--- config.mk ---
export PLATFORM = sky130hd
export DESIGN_NAME = garage_gate_ctrl
export DESIGN_NICKNAME = d
export VERILOG_FILES = /design/src/rtl/garage_pkg.sv /design/src/rtl/garage_rr_arb.sv /design/src/rtl/garage_gate_ctrl.sv
export SDC_FILE = /design/constraint.sdc
export NUM_CORES = 1
export LEC_CHECK = 0
export ABC_AREA = 0
export BUFFER_PORTS_ARGS = -buffer_cell sky130_fd_sc_hd__buf_2
export CAP_MARGIN = 10
export CORE_AREA = 4 4 41 43
export DETAILED_ROUTE_END_ITERATION = 8
export DIE_AREA = 0 0 45 47
export PLACE_DENSITY = 0.66
export SLEW_MARGIN = 20
export SYNTH_ARGS = -nofsm -noshare
export SYNTH_HDL_FRONTEND = slang
export SYNTH_SLANG_ARGS = --single-unit
--- constraint.sdc ---
create_clock -name clk -period 1.1 [get_ports clk]
set_input_delay 0.165 -clock clk [delete_from_list [all_inputs] [get_ports clk]]
set_output_delay 0.165 -clock clk [all_outputs]
set_load 0.005 [all_outputs]
--- src/rtl/garage_pkg.sv ---
// Shared definitions for the garage lane gate: FSM state codes, lane directions,
// default capacity and the round-robin pick rule used by the lane arbiter.
package garage_pkg;

   typedef logic [1:0] state_t;

   localparam state_t ST_IDLE  = 2'd0;
   localparam state_t ST_OPEN  = 2'd1;
   localparam state_t ST_CLOSE = 2'd2;

   localparam logic DIR_IN  = 1'b1;
   localparam logic DIR_OUT = 1'b0;

   localparam int CAPACITY_DEFAULT = 50;

   // With both sides wanting the lane, the side that did not go last wins.
   function automatic logic rr_pick(input logic want_in, input logic want_out,
                                    input logic last_grant);
      logic pick;
      if (want_in && want_out) pick = ~last_grant;
      else                     pick = want_in ? DIR_IN : DIR_OUT;
      return pick;
   endfunction

endpackage

--- src/rtl/garage_rr_arb.sv ---
// Two-requester round-robin arbiter (entry vs exit) holding the last granted
// direction; reusable per lane.
module garage_rr_arb (
   input  logic clk,
   input  logic reset,
   input  logic req_in,
   input  logic req_out,
   input  logic enable,
   output logic grant,
   output logic grant_dir
);
   import garage_pkg::*;

   logic last_grant;

   assign grant     = req_in | req_out;
   assign grant_dir = rr_pick(req_in, req_out, last_grant);

   // EXIT as the reset history makes entry win the first tie.
   always_ff @(posedge clk) begin
      if (!reset)                last_grant <= DIR_OUT;
      else if (enable && grant)  last_grant <= grant_dir;
   end

endmodule

--- src/rtl/garage_gate_ctrl.sv ---
// Lane gate controller: arbitrates entry/exit, drives the gate and emits
// occupancy pulses. Optional OPEN timeout: define GARAGE_GATE_TIMEOUT_EN.
module garage_gate_ctrl
   import garage_pkg::*;
#(
   parameter int CAPACITY       = CAPACITY_DEFAULT,
   parameter int CNT_W          = 6,
   parameter int CLOSE_CYCLES   = 4,
   parameter int TIMEOUT_CYCLES = 1000
) (
   input  logic             clk,
   input  logic             reset,
   input  logic             entry_req,
   input  logic             exit_req,
   input  logic             pass_in,
   input  logic             pass_out,
   input  logic [CNT_W-1:0] count,
   output logic             gate_open,
   output logic             dir_in,
   output logic             increment,
   output logic             decrement,
   output logic             full,
   output logic             empty,
   output logic             deny,
   output logic             busy
);

   localparam int           CLOSE_W    = (CLOSE_CYCLES > 2) ? $clog2(CLOSE_CYCLES) : 1;
   localparam logic [CLOSE_W-1:0] CLOSE_LAST = CLOSE_W'(CLOSE_CYCLES - 1);

   if (CLOSE_CYCLES < 2 || TIMEOUT_CYCLES < 1 || (2 ** CNT_W) <= CAPACITY) begin : g_bad_cfg
      $error("garage_gate_ctrl: illegal parameter combination");
   end

   state_t             state;
   logic [CLOSE_W-1:0] close_cnt;
   logic               entry_ok, exit_ok, refused;
   logic               grant, grant_dir;
   logic               pass_match;
   logic               timeout;

   assign full    = (count >= CNT_W'(CAPACITY));
   assign empty   = (count == '0);
   assign busy    = (state != ST_IDLE);

   assign entry_ok   = entry_req && !full;
   assign exit_ok    = exit_req  && !empty;
   assign refused    = (entry_req && full) || (exit_req && empty);
   assign pass_match = dir_in ? pass_in : pass_out;

   garage_rr_arb u_arb (
      .clk       (clk),
      .reset     (reset),
      .req_in    (entry_ok),
      .req_out   (exit_ok),
      .enable    (state == ST_IDLE),
      .grant     (grant),
      .grant_dir (grant_dir)
   );

`ifdef GARAGE_GATE_TIMEOUT_EN
   localparam int TO_W = (TIMEOUT_CYCLES > 2) ? $clog2(TIMEOUT_CYCLES) : 1;

   logic [TO_W-1:0] to_cnt;

   // Counts OPEN cycles; the last allowed cycle without a matching pass closes.
   always_ff @(posedge clk) begin
      if (!reset)                to_cnt <= '0;
      else if (state == ST_OPEN) to_cnt <= to_cnt + 1'b1;
      else                       to_cnt <= '0;
   end

   assign timeout = (state == ST_OPEN) && (to_cnt == TO_W'(TIMEOUT_CYCLES - 1));
`else
   assign timeout = 1'b0;
`endif

   always_ff @(posedge clk) begin
      if (!reset) begin
         state     <= ST_IDLE;
         gate_open <= 1'b0;
         dir_in    <= DIR_OUT;
         increment <= 1'b0;
         decrement <= 1'b0;
         deny      <= 1'b0;
         close_cnt <= '0;
      end else begin
         // NOTE: pulse outputs default low with non-blocking assignments so a later branch can raise them for exactly one cycle.
         increment <= 1'b0;
         decrement <= 1'b0;
         deny      <= 1'b0;
         case (state)
            ST_IDLE: begin
               if (grant) begin
                  state     <= ST_OPEN;
                  gate_open <= 1'b1;
                  dir_in    <= grant_dir;
               end else begin
                  deny <= refused;
               end
            end
            ST_OPEN: begin
               if (pass_match) begin
                  // Boundary is re-checked so the counter can never wrap.
                  increment <= dir_in && !full;
                  decrement <= !dir_in && !empty;
                  state     <= ST_CLOSE;
                  gate_open <= 1'b0;
                  close_cnt <= '0;
               end else if (timeout) begin
                  state     <= ST_CLOSE;
                  gate_open <= 1'b0;
                  close_cnt <= '0;
               end
            end
            ST_CLOSE: begin
               if (close_cnt == CLOSE_LAST) begin
                  state     <= ST_IDLE;
                  close_cnt <= '0;
               end else begin
                  close_cnt <= close_cnt + 1'b1;
               end
            end
            default: begin
               state     <= ST_IDLE;
               gate_open <= 1'b0;
               close_cnt <= '0;
            end
         endcase
      end
   end

endmodule

==> run summary <==
outcome = completed
sw frac = 29.2%
placed inst area = 633 µm²
worst hold start = pass_in
CTS Buffer Depth = 2
fmax = 921 MHz
Max Slew Vio Count = 0
Setup WS post-layout = 0.0144 ns
CTS tree = yes
hold slack = 0.141 ns
CTS hold repair buffers = 0
crit share post-route = 98.7%
Net Count, Synth = 64
input/output buffers = 19
DR WL/cell = 13.2 µm
layout cells sized above 1 = 58.0%
Reg power frac = 42.5%
total clock sinks = 9
I/O pin count = 20
Worst Path Max Fanout = 2
CTS Root Cell = clkbuf_4
Max H-tree Level = 1
Clock transition at path regs = 0.06 ns
Max VDD drop = 0.000562 V
Die Area = 2120 µm²
final WL = 1260 µm
LEAKAGE = 0.328 nW
post-route ant nets = 0
Clk pwr share = 30.2%
hold endpoint = increment$_SDFF_PN0_
Placeable Area = 1300 µm²
Core Rows = 13
Clock Skew = 0.00175 ns
via count of the first global-routing pass = 433
Post-synth EDFFs = 0
Worst Tran Pin Value = 0.278 ns
largest net degree at the start of global routing = 9
Horiz. Die Dim = 45 µm
reg2reg path depth = 4
Iteration-0 DRC Markers = 4
R2R Path End = close_cnt[1]$_SDFFE_PN0P_
HP Class = in -> reg
critical path class = reg -> reg
post-layout util = 55.8%
worst-skew pair later-pin latency = 0.27 ns
startpoint types = register
Hold Path Stages = 3
sequential area share after synthesis = 37.3%
slew margin rel. = 81.3%
Vias/cell = 5.22
CTS buffer count = 3
fin crit period = 1.09 ns
Synthesis Warnings = 0
Initial Util = 37.1%
Setup crit end kind = register
Top FF cell, synth = dfxtp_1
Power Dens Cells = 1220 nW/µm²
area grow syn2layout = 50.3%
Yosys cell types = 26
most frequent cells in the layout = 19 x buf_2, 9 x buf_4, 5 x nand2_1, 4 x dfxtp_2, 4 x dfxtp_1
Yosys reg bits = 9
commonest non-fill, non-tap cell in the layout = buf_2
critical path data required time = 1.26 ns
Placed Instances = 89
GPL Wtd Cong = 0.711
sw power = 258 µW
ant diodes = 0
Post-route DRC = 0
worst slack, placed = -0.0271 ns
Hold Violations, Final = 0
Tot GR Track Use = 13.5%
P_int = 626 µW
die height = 47 µm
R2R Path Start = close_cnt[1]$_SDFFE_PN0P_
combinational power share = 27.3%
nets = 95
post-synthesis async set-or-reset flop share = 0%
post-route cell area = 726 µm²
total grt overflow = 0
Syn Inst Count = 51
global-route wire length before repair = 1930 µm
fin cells = 96
Post-Syn Area = 483 µm²
Worst EP arrival = 1.25 ns
DP HPWL = 918 µm
DR vias = 501
post-route setup TNS = 0 ns
RSZ-0062 raised after global routing = yes
Max Cap Violations = 0
reg-to-reg slack, setup = 0.01 ns
Avg Cell Area, Syn = 9.47 µm²
Pwr Total = 884 µW
TritonRoute pass-1 iters = 6
initial antenna violation count = 0
Final Setup Violations = 0
==> power groups by stage <==
stage / Combinational, mW / Sequential, mW / Clock, mW
5_1_grt: 0.268 / 0.380 / 0.295
3_5_place_dp: 0.205 / 0.381 / 0
6_report: 0.241 / 0.375 / 0.267
2_1_floorplan: 0.122 / 0.373 / 0
3_3_place_gp: 0.202 / 0.381 / 0
4_1_cts: 0.226 / 0.373 / 0.275
==> worst max-delay path, stage by stage (launching register included) <==
cell and delay [ns]:
dfxtp_2 0.34, ha_4 0.22, mux2i_1 0.17, o32ai_2 0.10
and2_1 0.15
==> Yosys cell counts (all sizes together) (2+ instances only) <==
library cell,number,share of area (%)
a31oi,2,2.6
and2,3,4.4
buf,2,2.1
dfxtp,9,37
inv,4,3.1
nand2,5,3.9
nor2b,3,3.9
nor3,4,5.2
o21a,2,3.1
o311a,3,6.2
==> cells by family (layout without fill, tap and decap cells) <==
kind of cell	Yosys count	in the layout	share of synthesized area [%]
buffers and inverters	6	36	5.18
muxes	2	2	5.18
adders and majority gates	1	1	2.59
and+or+nand+nor	20	20	25.6
DFF	9	9	37.3
AOI/OAI and AO/OA	13	13	24.1
==> state kept, by name, summed over array words and instances (netlist names) <==
register and cells:
deny 1, gate_open 1, decrement 1, state 2
close_cnt 2, dir_in 1, increment 1
==> worst max-delay path by stage <==
stage	startpoint	end	depth (start not counted)
floorplan	close_cnt[0]$_SDFFE_PN0P_	close_cnt[1]$_SDFFE_PN0P_	4
global placement	close_cnt[0]$_SDFFE_PN0P_	close_cnt[1]$_SDFFE_PN0P_	4
detailed placement	close_cnt[0]$_SDFFE_PN0P_	close_cnt[1]$_SDFFE_PN0P_	4
CTS	close_cnt[1]$_SDFFE_PN0P_	close_cnt[1]$_SDFFE_PN0P_	4
global route	close_cnt[1]$_SDFFE_PN0P_	close_cnt[1]$_SDFFE_PN0P_	4
finish	close_cnt[1]$_SDFFE_PN0P_	close_cnt[1]$_SDFFE_PN0P_	4
==> layout make-up <==
cell class | count | area, µm²
timing repair buffer | 28 | 163
clock buffer | 4 | 26.3
sequential | 9 | 189
fill | 135 | 576
tap | 15 | 18.8
multi-input combinational | 36 | 314
inverter | 4 | 15.0
==> metal layers <==
layer	GRT usage, %	share of wire [%]	up-vias
li1	-	-	246
met1	16.9	40	234
met2	18.9	53	17
met3	2.30	4.1	4
met4	14.0	3.2	0
met5	0	0	-
==> timing repair <==
item                                    in CTS  in global routing
gates resized for setup                      3                  7
pin swaps                                    4                  3
buffers inserted                             3                  0
endpoints found under the setup margin       2                  4
Note: power is estimated with default switching activity, not from simulation.
